## config.mk

```make
export PLATFORM = sky130hd
export DESIGN_NAME = ser_demux_n
export DESIGN_NICKNAME = d
export VERILOG_FILES = /design/src/rtl/ser_demux_pkg.sv /design/src/rtl/ser_demux_n_seg7.sv /design/src/rtl/ser_demux_n.sv
export SDC_FILE = /design/constraint.sdc
export NUM_CORES = 1
export LEC_CHECK = 0
export BUFFER_PORTS_ARGS = -buffer_cell sky130_fd_sc_hd__buf_4
export CAP_MARGIN = 5
export CORE_AREA = 2 2 67 69
export DETAILED_ROUTE_END_ITERATION = 8
export DIE_AREA = 0 0 69 71
export PLACE_DENSITY = 0.55
export SYNTH_ARGS = -nofsm -noshare
export SYNTH_HDL_FRONTEND = slang
export SYNTH_HIERARCHICAL = 1
export SYNTH_SLANG_ARGS = --single-unit
```

## constraint.sdc

```tcl
create_clock -name clk -period 4.9 [get_ports clk]
set_clock_uncertainty 0.1 [all_clocks]
set_input_delay 0.735 -clock clk [delete_from_list [all_inputs] [get_ports clk]]
set_output_delay 0.735 -clock clk [all_outputs]
set_load 0.02 [all_outputs]
```

## src/rtl/ser_demux_pkg.sv

```systemverilog
// Shared types and helpers for the serial frame demultiplexer.
package ser_demux_pkg;

    typedef enum logic [2:0] {
        IDLE,
        PORT,
        COUNT,
        DATA,
        PARITY,
        DONE
    } state_t;

    function automatic int unsigned clog2(input int unsigned v);
        int unsigned r;
        r = 0;
        while ((64'd1 << r) < 64'(v)) r++;
        return r;
    endfunction

endpackage

```

## src/rtl/ser_demux_n_seg7.sv

```systemverilog
// Hex nibble to active-high seven-segment pattern, bit order {g,f,e,d,c,b,a}.
module hex_to_seg7 (
    input  logic [3:0] hex_i,
    output logic [6:0] seg_o
);

    always_comb begin
        seg_o = '0;
        case (hex_i)
            4'h0: seg_o = 7'h3F;
            4'h1: seg_o = 7'h06;
            4'h2: seg_o = 7'h5B;
            4'h3: seg_o = 7'h4F;
            4'h4: seg_o = 7'h66;
            4'h5: seg_o = 7'h6D;
            4'h6: seg_o = 7'h7D;
            4'h7: seg_o = 7'h07;
            4'h8: seg_o = 7'h7F;
            4'h9: seg_o = 7'h6F;
            4'hA: seg_o = 7'h77;
            4'hB: seg_o = 7'h7C;
            4'hC: seg_o = 7'h39;
            4'hD: seg_o = 7'h5E;
            4'hE: seg_o = 7'h79;
            default: seg_o = 7'h71;
        endcase
    end

endmodule

```

## src/rtl/ser_demux_n.sv

```systemverilog
// Serial frame receiver: start bit, port field, length field, data bits and
// optional even parity; data bits are routed to the addressed output port.
module ser_demux_n
    import ser_demux_pkg::*;
#(
    parameter int unsigned NPORT  = 4,
    parameter int unsigned CNT_W  = 4,
    parameter int unsigned PAR_EN = 1,
    localparam int unsigned PSEL_W = clog2(NPORT)
) (
    input  logic              clk,
    input  logic              rst,
    input  logic              bit_en,
    input  logic              SerIn,
    output logic [NPORT-1:0]  p,
    output logic              serOutvalid,
    output logic [PSEL_W-1:0] port_num,
    output logic [CNT_W-1:0]  cnt_rem,
    output logic [6:0]        pDcnt,
    output logic              Done,
    output logic              par_err
);

    localparam int unsigned FLD_MAX = (PSEL_W > CNT_W) ? PSEL_W : CNT_W;
    localparam int unsigned BC_W    = (clog2(FLD_MAX) > 0) ? clog2(FLD_MAX) : 1;
    localparam logic [BC_W-1:0] PORT_LAST  = BC_W'(PSEL_W - 1);
    localparam logic [BC_W-1:0] COUNT_LAST = BC_W'(CNT_W - 1);
    localparam state_t TAIL = (PAR_EN != 0) ? PARITY : DONE;

    state_t            state_q, state_d;
    logic [NPORT-1:0]  p_q, p_d;
    logic              valid_q, valid_d;
    logic [PSEL_W-1:0] port_q, port_d;
    logic [CNT_W-1:0]  cnt_q, cnt_d;
    logic              par_q, par_d;
    logic              perr_q, perr_d;
    logic [BC_W-1:0]   bcnt_q, bcnt_d;

    logic [PSEL_W-1:0] port_shift;
    logic [CNT_W-1:0]  cnt_shift;
    logic [3:0]        cnt_nib;

    assign port_shift = PSEL_W'({port_q, SerIn});
    assign cnt_shift  = CNT_W'({cnt_q, SerIn});

    always_ff @(posedge clk or negedge rst) begin
        if (!rst) begin
            state_q <= IDLE;
            p_q     <= '0;
            valid_q <= 1'b0;
            port_q  <= '0;
            cnt_q   <= '0;
            par_q   <= 1'b0;
            perr_q  <= 1'b0;
            bcnt_q  <= '0;
        end else begin
            state_q <= state_d;
            p_q     <= p_d;
            valid_q <= valid_d;
            port_q  <= port_d;
            cnt_q   <= cnt_d;
            par_q   <= par_d;
            perr_q  <= perr_d;
            bcnt_q  <= bcnt_d;
        end
    end

    always_comb begin
        state_d = state_q;
        p_d     = p_q;
        valid_d = 1'b0;
        port_d  = port_q;
        cnt_d   = cnt_q;
        par_d   = par_q;
        perr_d  = perr_q;
        bcnt_d  = bcnt_q;
        case (state_q)
            IDLE: begin
                if (bit_en && !SerIn) begin
                    state_d = PORT;
                    bcnt_d  = '0;
                    par_d   = 1'b0;
                    perr_d  = 1'b0;
                end
            end
            PORT: begin
                if (bit_en) begin
                    port_d = port_shift;
                    if (bcnt_q == PORT_LAST) begin
                        bcnt_d  = '0;
                        state_d = COUNT;
                    end else begin
                        bcnt_d = bcnt_q + 1'b1;
                    end
                end
            end
            COUNT: begin
                // Exit decision uses the length including the bit shifted in now.
                if (bit_en) begin
                    cnt_d = cnt_shift;
                    if (bcnt_q == COUNT_LAST) begin
                        bcnt_d  = '0;
                        state_d = (cnt_shift != '0) ? DATA : TAIL;
                    end else begin
                        bcnt_d = bcnt_q + 1'b1;
                    end
                end
            end
            DATA: begin
                if (bit_en) begin
                    p_d         = '0;
                    p_d[port_q] = SerIn;
                    valid_d     = 1'b1;
                    cnt_d       = cnt_q - 1'b1;
                    par_d       = par_q ^ SerIn;
                    if (cnt_q == CNT_W'(1)) state_d = TAIL;
                end
            end
            PARITY: begin
                if (bit_en) begin
                    perr_d  = par_q ^ SerIn;
                    state_d = DONE;
                end
            end
            DONE:    state_d = IDLE;
            default: state_d = IDLE;
        endcase
    end

    generate
        if (CNT_W >= 4) begin : g_nib_wide
            assign cnt_nib = cnt_q[3:0];
        end else begin : g_nib_narrow
            assign cnt_nib = {{(4 - CNT_W){1'b0}}, cnt_q};
        end
    endgenerate

    hex_to_seg7 u_seg7 (
        .hex_i (cnt_nib),
        .seg_o (pDcnt)
    );

    assign p           = p_q;
    assign serOutvalid = valid_q;
    assign port_num    = port_q;
    assign cnt_rem     = cnt_q;
    assign Done        = (state_q == DONE);
    assign par_err     = (state_q == DONE) && perr_q;

endmodule
```

==> impl_metrics.ini <==
[clock_tree]
clock_path_buffers = 2
clock-sinks = 18
numCtsBuffers = 3
ctsRootBufferMaster = clkbuf_8
htree_levels = 1
postCtsResizedCells = 0
clock_latency_ps = 250
cts_tree = yes
hold_buffers = 0
post_cts_buffers = 0
clk_pin_slew_ps = 70

[power]
p_per_area_mw_per_mm2 = 693
power.static_leakage_uw = 0.000787
ir_worst_vdd_v = 0.000262

[synthesis]
synth_seq_cells = 18
syn_area_mm2 = 0.00142
syn_inst = 143
synth_edf_count = 0
syn-num-nets = 159
yosysMostFrequentCell = dfrtp_1
async_flop_share = 1.00
ys.flop_type = dfrtp_1
synthTopCellsByArea = dfrtp_1, ha_1, mux2i_1
synth_cell_types = 53
yosysTopAreaCellShare = 0.317
synth_common_cells = dfrtp_1, inv_1, ha_1
ys_seq_area_frac = 0.317
yosysWarnings = 6
avgSynthCellArea_um2 = 9.95
yosysTopAreaCell = dfrtp_1

[sta]
fin_crit_sh = 0.567
grt_setup_unrepaired = no
fin_crit_ps = 2780
hold_viol = 0
slew_headroom = 0.585
worstMarginPinSlew_ps = 622
setup_tns_ps = 0
setup_violations = 0
timing.final.ws_setup_ps = 2120
fmax_mhz = 360
maxSlewViolCount = 0

[setup_path]
r2r_start = state_q[0]$_DFFE_PN0P_
cp_slowest_cell = dfrtp_1
start_kind = register
cp_max_fo = 9
r2r-end = port_num[1]$_DFFE_PN0P_
crit_chain = inv_1 > ha_1 > mux4_1 > buf_4
arrival_ps = 1940
worstSetupPathType = reg2out
r2r_slack_ps = 3110
required_ps = 4070
slowest_delay_ps = 520
reg2reg_depth = 3
end_kind = output port

[finish]
area_growth_pct = 16.3
fillers = 438
drive_gt1_frac = 0.224
design_area_mm2 = 0.00165
nets = 178
num_antenna_cells = 0

[global_routing]
grt_pass1_vias = 1143
grt_antenna_before_repair = 0
top_usage_layer = met2
grt_pass1_wl_mm = 5.46
grt_use_met3 = 0.0228
use_met2 = 0.244
grtUsageTotal = 0.136
grt_overflow = 0
grtUsageMet1 = 0.167
grt_max_degree = 20

[placement]
placed_cell_area_mm2 = 0.00160
gp_congestion = 0.762
preCtsSetupSlack_ps = 2410
io_buffers = 23
hpwlAfterDp_mm = 2.30

[routing]
wl_mm = 3.21
post_drt_wl_per_cell_um = 15.0
first_pass_iters = 4
initialDrtViolationCount = 31
drc_errors = 0
drtAntennaViolNets = 0
viasPerCell = 5.38
vias = 1145

[floorplan]
dieWidth_um = 69
pin_count = 24
dieArea_mm2 = 0.00490
die_h_um = 71
rows = 24
start_util = 0.338
core_area_mm2 = 0.00420

[job]
drv_cap = 0

[status]
status = finished, final reports clean

[worst_hold_path]
holdCritPathClass = in2async
## report_power, final
part           switching (µW)  internal [µW]
combinational             339            331
sequential                148            207
clock                    50.3           71.4
## through the flow
step	util	hold WS (ps)	std cells	total power [µW]
after floorplan	-	339	143	814
final	0.393	243	213	1150
after detailed placement	0.380	363	209	1030
after global placement	0.380	356	209	999
after global routing	0.393	247	213	1240
after CTS	0.393	243	213	1160
## layout by cell type, fill, tap and decap left out, types with 2 or more instances in the layout
| cell | Yosys | final |
|---|---|---|
| o32a_1 | 2 | 2 |
| clkbuf_8 | 0 | 4 |
| nand3_1 | 2 | 2 |
| nor2b_1 | 4 | 4 |
| a22o_1 | 2 | 2 |
| inv_1 | 14 | 14 |
| nor4b_2 | 2 | 2 |
| nor2_1 | 3 | 3 |
| or4_1 | 2 | 2 |
| o31ai_1 | 2 | 2 |
| mux2_2 | 3 | 3 |
| buf_4 | 2 | 23 |
| nand2_1 | 9 | 9 |
| mux2i_1 | 7 | 7 |
| nor3_1 | 3 | 3 |
| o21ai_1 | 2 | 2 |
| a21oi_1 | 7 | 7 |
| o2111ai_1 | 3 | 3 |
| dfrtp_1 | 18 | 18 |
| ha_1 | 12 | 12 |
| nand3b_1 | 4 | 4 |
| mux2_1 | 2 | 2 |
| and3_1 | 2 | 2 |
| and2_1 | 2 | 2 |
## cell families (layout without fill, tap and decap cells)
family	count (synthesis)	count (layout)	synth area share
compound gates	29	29	0.150
fa+ha+maj	12	12	0.106
buf+inv	23	41	0.0800
flops	18	18	0.317
mux	14	14	0.118
simple gates	47	47	0.230
## routing by layer
layer | wire [µm] | part of all wire | up-vias
li1 | - | - | 557
met1 | 1470 | 0.46 | 568
met2 | 1630 | 0.51 | 18
met3 | 83 | 0.026 | 2
met4 | 21 | 0.0066 | 0
met5 | 0 | 0 | -
## sequential cells by signal, indices dropped and copies added, names as in the netlist
signal	flops
bcnt_q	2
cnt_rem	4
p	4
par_q	1
perr_q	1
port_num	2
serOutvalid	1
state_q	3
## worst max path at each step
stage / start / endpoint / slack [ps] / cells after the start
floorplan: cnt_rem[1]$_DFFE_PN0P_ / pDcnt[3] / 2450 / 3
global placement: cnt_rem[1]$_DFFE_PN0P_ / pDcnt[3] / 2490 / 4
detailed placement: cnt_rem[1]$_DFFE_PN0P_ / pDcnt[3] / 2410 / 4
CTS: cnt_rem[0]$_DFFE_PN0P_ / pDcnt[3] / 2120 / 4
global route: cnt_rem[0]$_DFFE_PN0P_ / pDcnt[3] / 2000 / 4
finish: cnt_rem[0]$_DFFE_PN0P_ / pDcnt[3] / 2120 / 4
## worst max-delay path: cells and delay by family (launching register included)
family / cells / cell delay (ps)
adders and majority gates: 1 / 340
DFF: 1 / 520
buffers and inverters: 2 / 330
muxes: 1 / 490
## area by class of cell
cell class              instances  area (µm²)  area share
multi-input cells             102         858       0.519
flip-flops and latches         18         450       0.272
repair buffers                 23         173       0.104
well taps                      52        65.1      0.0393
clock buffers                   4        55.1      0.0333
inverters                      14        52.6      0.0318
(Power assumes the default switching activity.)
